**config.mk**
```make
export PLATFORM = sky130hd
export DESIGN_NAME = tile_dma_scheduler
export DESIGN_NICKNAME = d
export VERILOG_FILES = /design/src/rtl/tile_dma_scheduler.sv
export SDC_FILE = /design/constraint.sdc
export NUM_CORES = 1
export LEC_CHECK = 0
export ABC_CLOCK_PERIOD_IN_PS = 3200
export CORE_AREA = 2 2 682 684
export CTS_CLUSTER_SIZE = 24
export DETAILED_ROUTE_END_ITERATION = 6
export DIE_AREA = 0 0 684 686
export GPL_ROUTABILITY_DRIVEN = 0
export GPL_TIMING_DRIVEN = 0
export SLEW_MARGIN = 40
export SYNTH_ARGS = -nofsm -noshare
export SYNTH_HDL_FRONTEND = slang
export SYNTH_SLANG_ARGS = --single-unit
export TNS_END_PERCENT = 50
```
**constraint.sdc**
```tcl
create_clock -name clk -period 3.2 [get_ports clk]
set_input_delay 0.64 -clock clk [delete_from_list [all_inputs] [get_ports clk]]
set_output_delay 0.64 -clock clk [all_outputs]
set_load 0.02 [all_outputs]
```
**src/rtl/tile_dma_scheduler.sv**
```systemverilog
// Round-robin share of the single DMA channel between the A/B tile loaders
// and the C-tile writeback; issues each granted transfer one 256-bit beat at a time.
module tile_dma_scheduler #(
  parameter int BEAT_BYTES = 32,
  parameter int CNT_W      = 16
) (
  input  logic               clk,
  input  logic               rstn,
  input  logic [2:0]         req,
  input  logic [95:0]        req_addr,
  input  logic [3*CNT_W-1:0] req_beats,
  input  logic [2:0]         req_write,
  input  logic [767:0]       wr_data,
  output logic [2:0]         gnt,
  output logic [2:0]         done,
  output logic [255:0]       rd_data,
  output logic [2:0]         rd_valid,
  output logic [CNT_W-1:0]   beat_idx,
  output logic               busy,
  output logic               dma_start,
  output logic [31:0]        dma_addr,
  output logic               dma_write,
  output logic [255:0]       dma_wdata,
  input  logic               dma_done,
  input  logic [255:0]       dma_rdata
);

  typedef enum logic [1:0] {
    S_IDLE,
    S_ISSUE,
    S_WAIT,
    S_DONE
  } state_t;

  state_t           r_state;
  logic [1:0]       r_g;
  logic [1:0]       r_last;
  logic [2:0]       r_gnt;
  logic [2:0]       r_done;
  logic             r_dma_start;
  logic             r_busy;
  logic             r_dir;
  logic [31:0]      r_cur_addr;
  logic [CNT_W-1:0] r_remaining;
  logic [CNT_W-1:0] r_beat_idx;

  logic             w_win_vld;
  logic [1:0]       w_win;
  logic [2:0]       w_win_oh;
  logic [31:0]      w_addr;
  logic [CNT_W-1:0] w_beats;
  logic             w_write;
  logic [255:0]     w_wdata;

  // Search starts just after the last served requester, wrapping.
  always_comb begin
    w_win_vld = |req;
    w_win     = 2'd0;
    unique case (r_last)
      2'd0: begin
        if (req[1])      w_win = 2'd1;
        else if (req[2]) w_win = 2'd2;
        else             w_win = 2'd0;
      end
      2'd1: begin
        if (req[2])      w_win = 2'd2;
        else if (req[0]) w_win = 2'd0;
        else             w_win = 2'd1;
      end
      default: begin
        if (req[0])      w_win = 2'd0;
        else if (req[1]) w_win = 2'd1;
        else             w_win = 2'd2;
      end
    endcase
  end

  always_comb begin
    w_win_oh = 3'b001;
    w_addr   = req_addr[31:0];
    w_beats  = req_beats[CNT_W-1:0];
    w_write  = req_write[0];
    unique case (w_win)
      2'd1: begin
        w_win_oh = 3'b010;
        w_addr   = req_addr[63:32];
        w_beats  = req_beats[2*CNT_W-1:CNT_W];
        w_write  = req_write[1];
      end
      2'd2: begin
        w_win_oh = 3'b100;
        w_addr   = req_addr[95:64];
        w_beats  = req_beats[3*CNT_W-1:2*CNT_W];
        w_write  = req_write[2];
      end
      default: ;
    endcase
  end

  always_comb begin
    w_wdata = wr_data[255:0];
    unique case (r_g)
      2'd1:    w_wdata = wr_data[511:256];
      2'd2:    w_wdata = wr_data[767:512];
      default: w_wdata = wr_data[255:0];
    endcase
  end

  always_ff @(posedge clk) begin
    if (!rstn) begin
      r_state     <= S_IDLE;
      r_g         <= 2'd0;
      r_last      <= 2'd2;
      r_gnt       <= '0;
      r_done      <= '0;
      r_dma_start <= 1'b0;
      r_busy      <= 1'b0;
      r_dir       <= 1'b0;
      r_cur_addr  <= '0;
      r_remaining <= '0;
      r_beat_idx  <= '0;
    end else begin
      r_done      <= '0;
      r_dma_start <= 1'b0;
      unique case (r_state)
        S_IDLE: begin
          if (w_win_vld) begin
            r_g         <= w_win;
            r_gnt       <= w_win_oh;
            r_cur_addr  <= w_addr;
            r_remaining <= w_beats;
            r_dir       <= w_write;
            r_beat_idx  <= '0;
            r_busy      <= 1'b1;
            if (w_beats == '0) begin
              r_state <= S_DONE;
              r_done  <= w_win_oh;
            end else begin
              r_state     <= S_ISSUE;
              r_dma_start <= 1'b1;
            end
          end
        end
        S_ISSUE: begin
          r_state <= S_WAIT;
        end
        S_WAIT: begin
          if (dma_done) begin
            r_cur_addr  <= r_cur_addr + 32'(BEAT_BYTES);
            r_remaining <= r_remaining - CNT_W'(1);
            r_beat_idx  <= r_beat_idx + CNT_W'(1);
            if (r_remaining == CNT_W'(1)) begin
              r_state <= S_DONE;
              r_done  <= r_gnt;
            end else begin
              r_state     <= S_ISSUE;
              r_dma_start <= 1'b1;
            end
          end
        end
        S_DONE: begin
          r_last  <= r_g;
          r_gnt   <= '0;
          r_busy  <= 1'b0;
          r_state <= S_IDLE;
        end
        default: begin
          r_state <= S_IDLE;
        end
      endcase
    end
  end

  assign gnt       = r_gnt;
  assign done      = r_done;
  assign busy      = r_busy;
  assign dma_start = r_dma_start;
  assign dma_addr  = r_cur_addr;
  assign dma_write = r_dir;
  assign dma_wdata = w_wdata;
  assign beat_idx  = r_beat_idx;
  assign rd_data   = dma_rdata;
  assign rd_valid  = (dma_done && r_state == S_WAIT && !r_dir)
                   ? r_gnt : 3'b000;

endmodule

```
==> summary.txt <==
Floorplan
  • Die width: 684 µm
  • Die ar.: 469000 µm²
  • Die Y: 686 µm
  • Ports: 1749
  • Initial core utilization: 2.53%
  • Core area: 462000 µm²
  • Row cnt: 250

STA
  • FMAX: 301 MHz
  • RSZ-0062 raised after global routing: true
  • Max Slew Vio Count: 0
  • Clk_skew: 0.0215 ns
  • Normalized max-slew margin: 34.8%
  • Fin. Hold Viols: 0
  • Final worst setup slack: -0.124 ns
  • Final Critical Period: 3.32 ns
  • Final period util: 104%
  • Setup violations, final: 16
  • Actual slew at the worst max-slew pin: 0.978 ns
  • Final setup TNS: -0.800 ns

Critical path
  • Type of origin of the critical path: flop
  • Worst r2r src: r_last[1]$_SDFFE_PN1P_
  • Required time of the critical path: 2.56 ns
  • CP Class: flop to output port
  • Cells along the critical path: buf_6, ha_4, clkbuf_16, buf_16, clkbuf_16, a22oi_2, o21ai_1, buf_4
  • CP max FO: 5
  • Crit-path most repeated cell: clkbuf_16
  • Slowest CP cell: a22oi_2
  • CP delay by family, top: compound AO/OA/AOI/OAI gates
  • Crit path capture type: output port
  • R2R setup slack: 0.08 ns
  • Reg-to-reg endpoint: dma_start$_SDFF_PN0_
  • Reg2Reg Depth: 12
  • Crit-path max cell delay: 0.77 ns
  • CP Data Arrival Time: 2.68 ns
  • Critical path buffers and inverters: 5

Run
  • Max_cap viols: 0

Power and ir drop
  • LEAKAGE: 13.3 nW
  • Sw Share: 56.1%
  • Peak supply drop: 304 µV
  • Switching Power: 0.00892 W
  • Comb pwr share: 84.7%
  • P_int: 0.00699 W
  • Power per cell area: 389 nW/µm²
  • Reg power frac: 7.7%
  • Clk pwr share: 7.5%

Global routing
  • Initial antenna violation count: 450
  • Routing usage on met3: 10.2%
  • GRT Total Usage: 15.1%
  • Vias in the first global route: 22900
  • Largest net degree at the start of global routing: 16
  • Layer with the highest usage: met2
  • Met1 usage: 14.6%
  • GRT overflow: 0
  • First-pass GRT wire length: 419000 µm
  • Met2 track demand over resource: 24.7%

Clock tree
  • Clock tree buffer depth: 2
  • Hold buffer count at cts: 0
  • TritonCTS Buffers: 9
  • Max H-tree Level: 3
  • TritonCTS clock tree: done
  • Clock latency on the worst-skew pair: 0.43 ns
  • CTS root buffer: clkbuf_16
  • Clock sinks: 79
  • Reg clk slew, reported paths: 0.08 ns

Route
  • DR vias/cell: 2.63
  • DR vias: 26400
  • Pre-antenna DRT Iters: 7
  • Initial DRC Count: 3500
  • Total Wirelength: 373000 µm
  • Wire per inst: 37.3 µm
  • ANT nets after route: 0
  • Number of remaining DRC errors: 40

Place
  • HPWL after DPL: 341000 µm
  • Setup WS pre-CTS: -3.06 ns
  • PortBufs: 1492

Synthesis
  • Cells after synthesis: 1849
  • Syn_area_per_cell: 6.31 µm²
  • Multiplexer share of the synthesized area: 0.343%
  • Largest family of logic cells by synthesized area: compound AO/OA/AOI/OAI gates
  • Synth Cell Area: 11700 µm²
  • Adder-cell share of the synthesized area: 0.964%
  • Async set-reset flop share out of synthesis: 0%
  • Number of synthesized flops with an enable pin: 0
  • FF+latch count, synth: 79
  • Synth Warn #: 0
  • Cell variety after synth: 60
  • Syn nets: 3035
  • Main synth FF type: dfxtp_1
  • Post-synthesis compound-gate area fraction: 41.1%
  • Xor/xnor cell area share of the yosys netlist: 1.20%
  • Register area share after synthesis: 13.5%
  • Simple-gate share of the synthesized area: 20.1%

Final layout
  • Commonest cells after routing, fill and taps aside: clkdlybuf4s50_1, buf_4, a22oi_1, nand2_1, o21ai_0
  • Final nets: 4670
  • Layout cells sized above 1: 34.5%
  • Layout area overhead: 250%
  • Most common cell after layout, fill and taps aside: clkdlybuf4s50_1
  • Final Util: 8.85%

Status
  • Failing checks: design-rule violations, negative setup slack
  • Status: finished with violations

Min path
  • Hold endpoint: dma_addr[3]$_SDFFE_PN0P_
  • Tightest Hold Check Type: flop to flop
  • Hold Path Stages: 2
  • Hold Startpoint: dma_addr[3]$_SDFFE_PN0P_
[per-layer routing]
metal  share of wire [%]  vias to the layer above
met2                  46                     2790
met4                 4.7                      168
met3                  16                      954
met1                  32                    12200
met5                0.67                        -
li1                    -                    10200
[repair_timing]
item / 4_1_cts / 5_1_grt
gates cloned: 24 / 5
endpoints found under the setup margin: 321 / 274
pin swaps: 25 / 32
gates resized for setup: 2421 / 298
buffers inserted: 46 / 14
[through the flow]
step / instances / hold slack (ns) / total power (W) / area [µm²]
global route: 9901 / 0.475 / 0.0166 / 40600
global placement: 9515 / 0.443 / 0.0117 / 34300
CTS: 9650 / 0.460 / 0.0157 / 39300
finish: 10000 / 0.455 / 0.0159 / 40900
detailed placement: 9565 / 0.447 / 0.0121 / 35300
floorplan: 1849 / 0.429 / 0.00455 / 11700
[cells in the mapped netlist (all sizes together), types with 16 or more instances]
master,instances,area share [%]
nand2,346,11
o21ai,324,14
a22oi,303,19
buf,283,18
clkbuf,139,4.5
dfxtp,79,14
nor2,65,2.2
a21oi,62,2.7
nor3,28,1.2
nand3,27,1.2
inv,17,0.55
nand4,16,0.86
[worst max path at each step]
stage | start | endpoint | slack [ns] | depth (start not counted)
after floorplan | req[1] | dma_addr[5]$_SDFFE_PN0P_ | 0.37 | 12
after global placement | r_g[0]$_SDFFE_PN0P_ | dma_wdata[241] | -5.62 | 10
after detailed placement | r_g[0]$_SDFFE_PN0P_ | dma_wdata[241] | -3.06 | 11
after CTS | r_g[1]$_SDFFE_PN0P_ | dma_wdata[231] | -0.23 | 8
after global routing | r_g[0]$_SDFFE_PN0P_ | dma_wdata[233] | -0.18 | 9
final | r_g[0]$_SDFFE_PN0P_ | dma_wdata[37] | -0.12 | 8
[power groups by stage]
stage          clock network [W]  logic [W]  registers [W]
3_3_place_gp                   0     0.0104        0.00125
4_1_cts                  0.00128     0.0132        0.00123
5_1_grt                  0.00129     0.0140        0.00125
3_5_place_dp                   0     0.0108        0.00125
2_1_floorplan                  0    0.00329        0.00126
6_report                 0.00120     0.0135        0.00123
[logic make-up after synthesis]
family                   after synthesis
AO/OA/AOI/OAI                        762
adder cells (fa/ha/maj)                9
multiplexers                           4
buffers and inverters                440
XOR/XNOR                              16
flip-flops                            79
AND/OR/NAND/NOR                      539
[layout make-up]
cell class                 instances  area (µm²)
fill                           53900      421000
inverter                          18        72.6
antenna                          348         871
clock inverter                     6        50.0
clock buffer                      10         239
multi-input combinational       1330        9640
tap                             6174        7720
buffer                           420        3740
timing repair buffer            1626       16900
sequential                        79        1590
[tightest hold or removal path, cell delays in order, from the launching register on]
cell     delay, ns
dfxtp_1       0.31
nand2_1       0.05
a21oi_1       0.05
[state kept, by name, indices dropped and copies added (netlist names), 2 cells and up]
name / flops
dma_addr: 32
beat_idx: 16
r_state: 2
r_remaining: 16
r_last: 2
gnt: 3
done: 3
r_g: 2
Note: power is estimated with default switching activity, not from simulation.
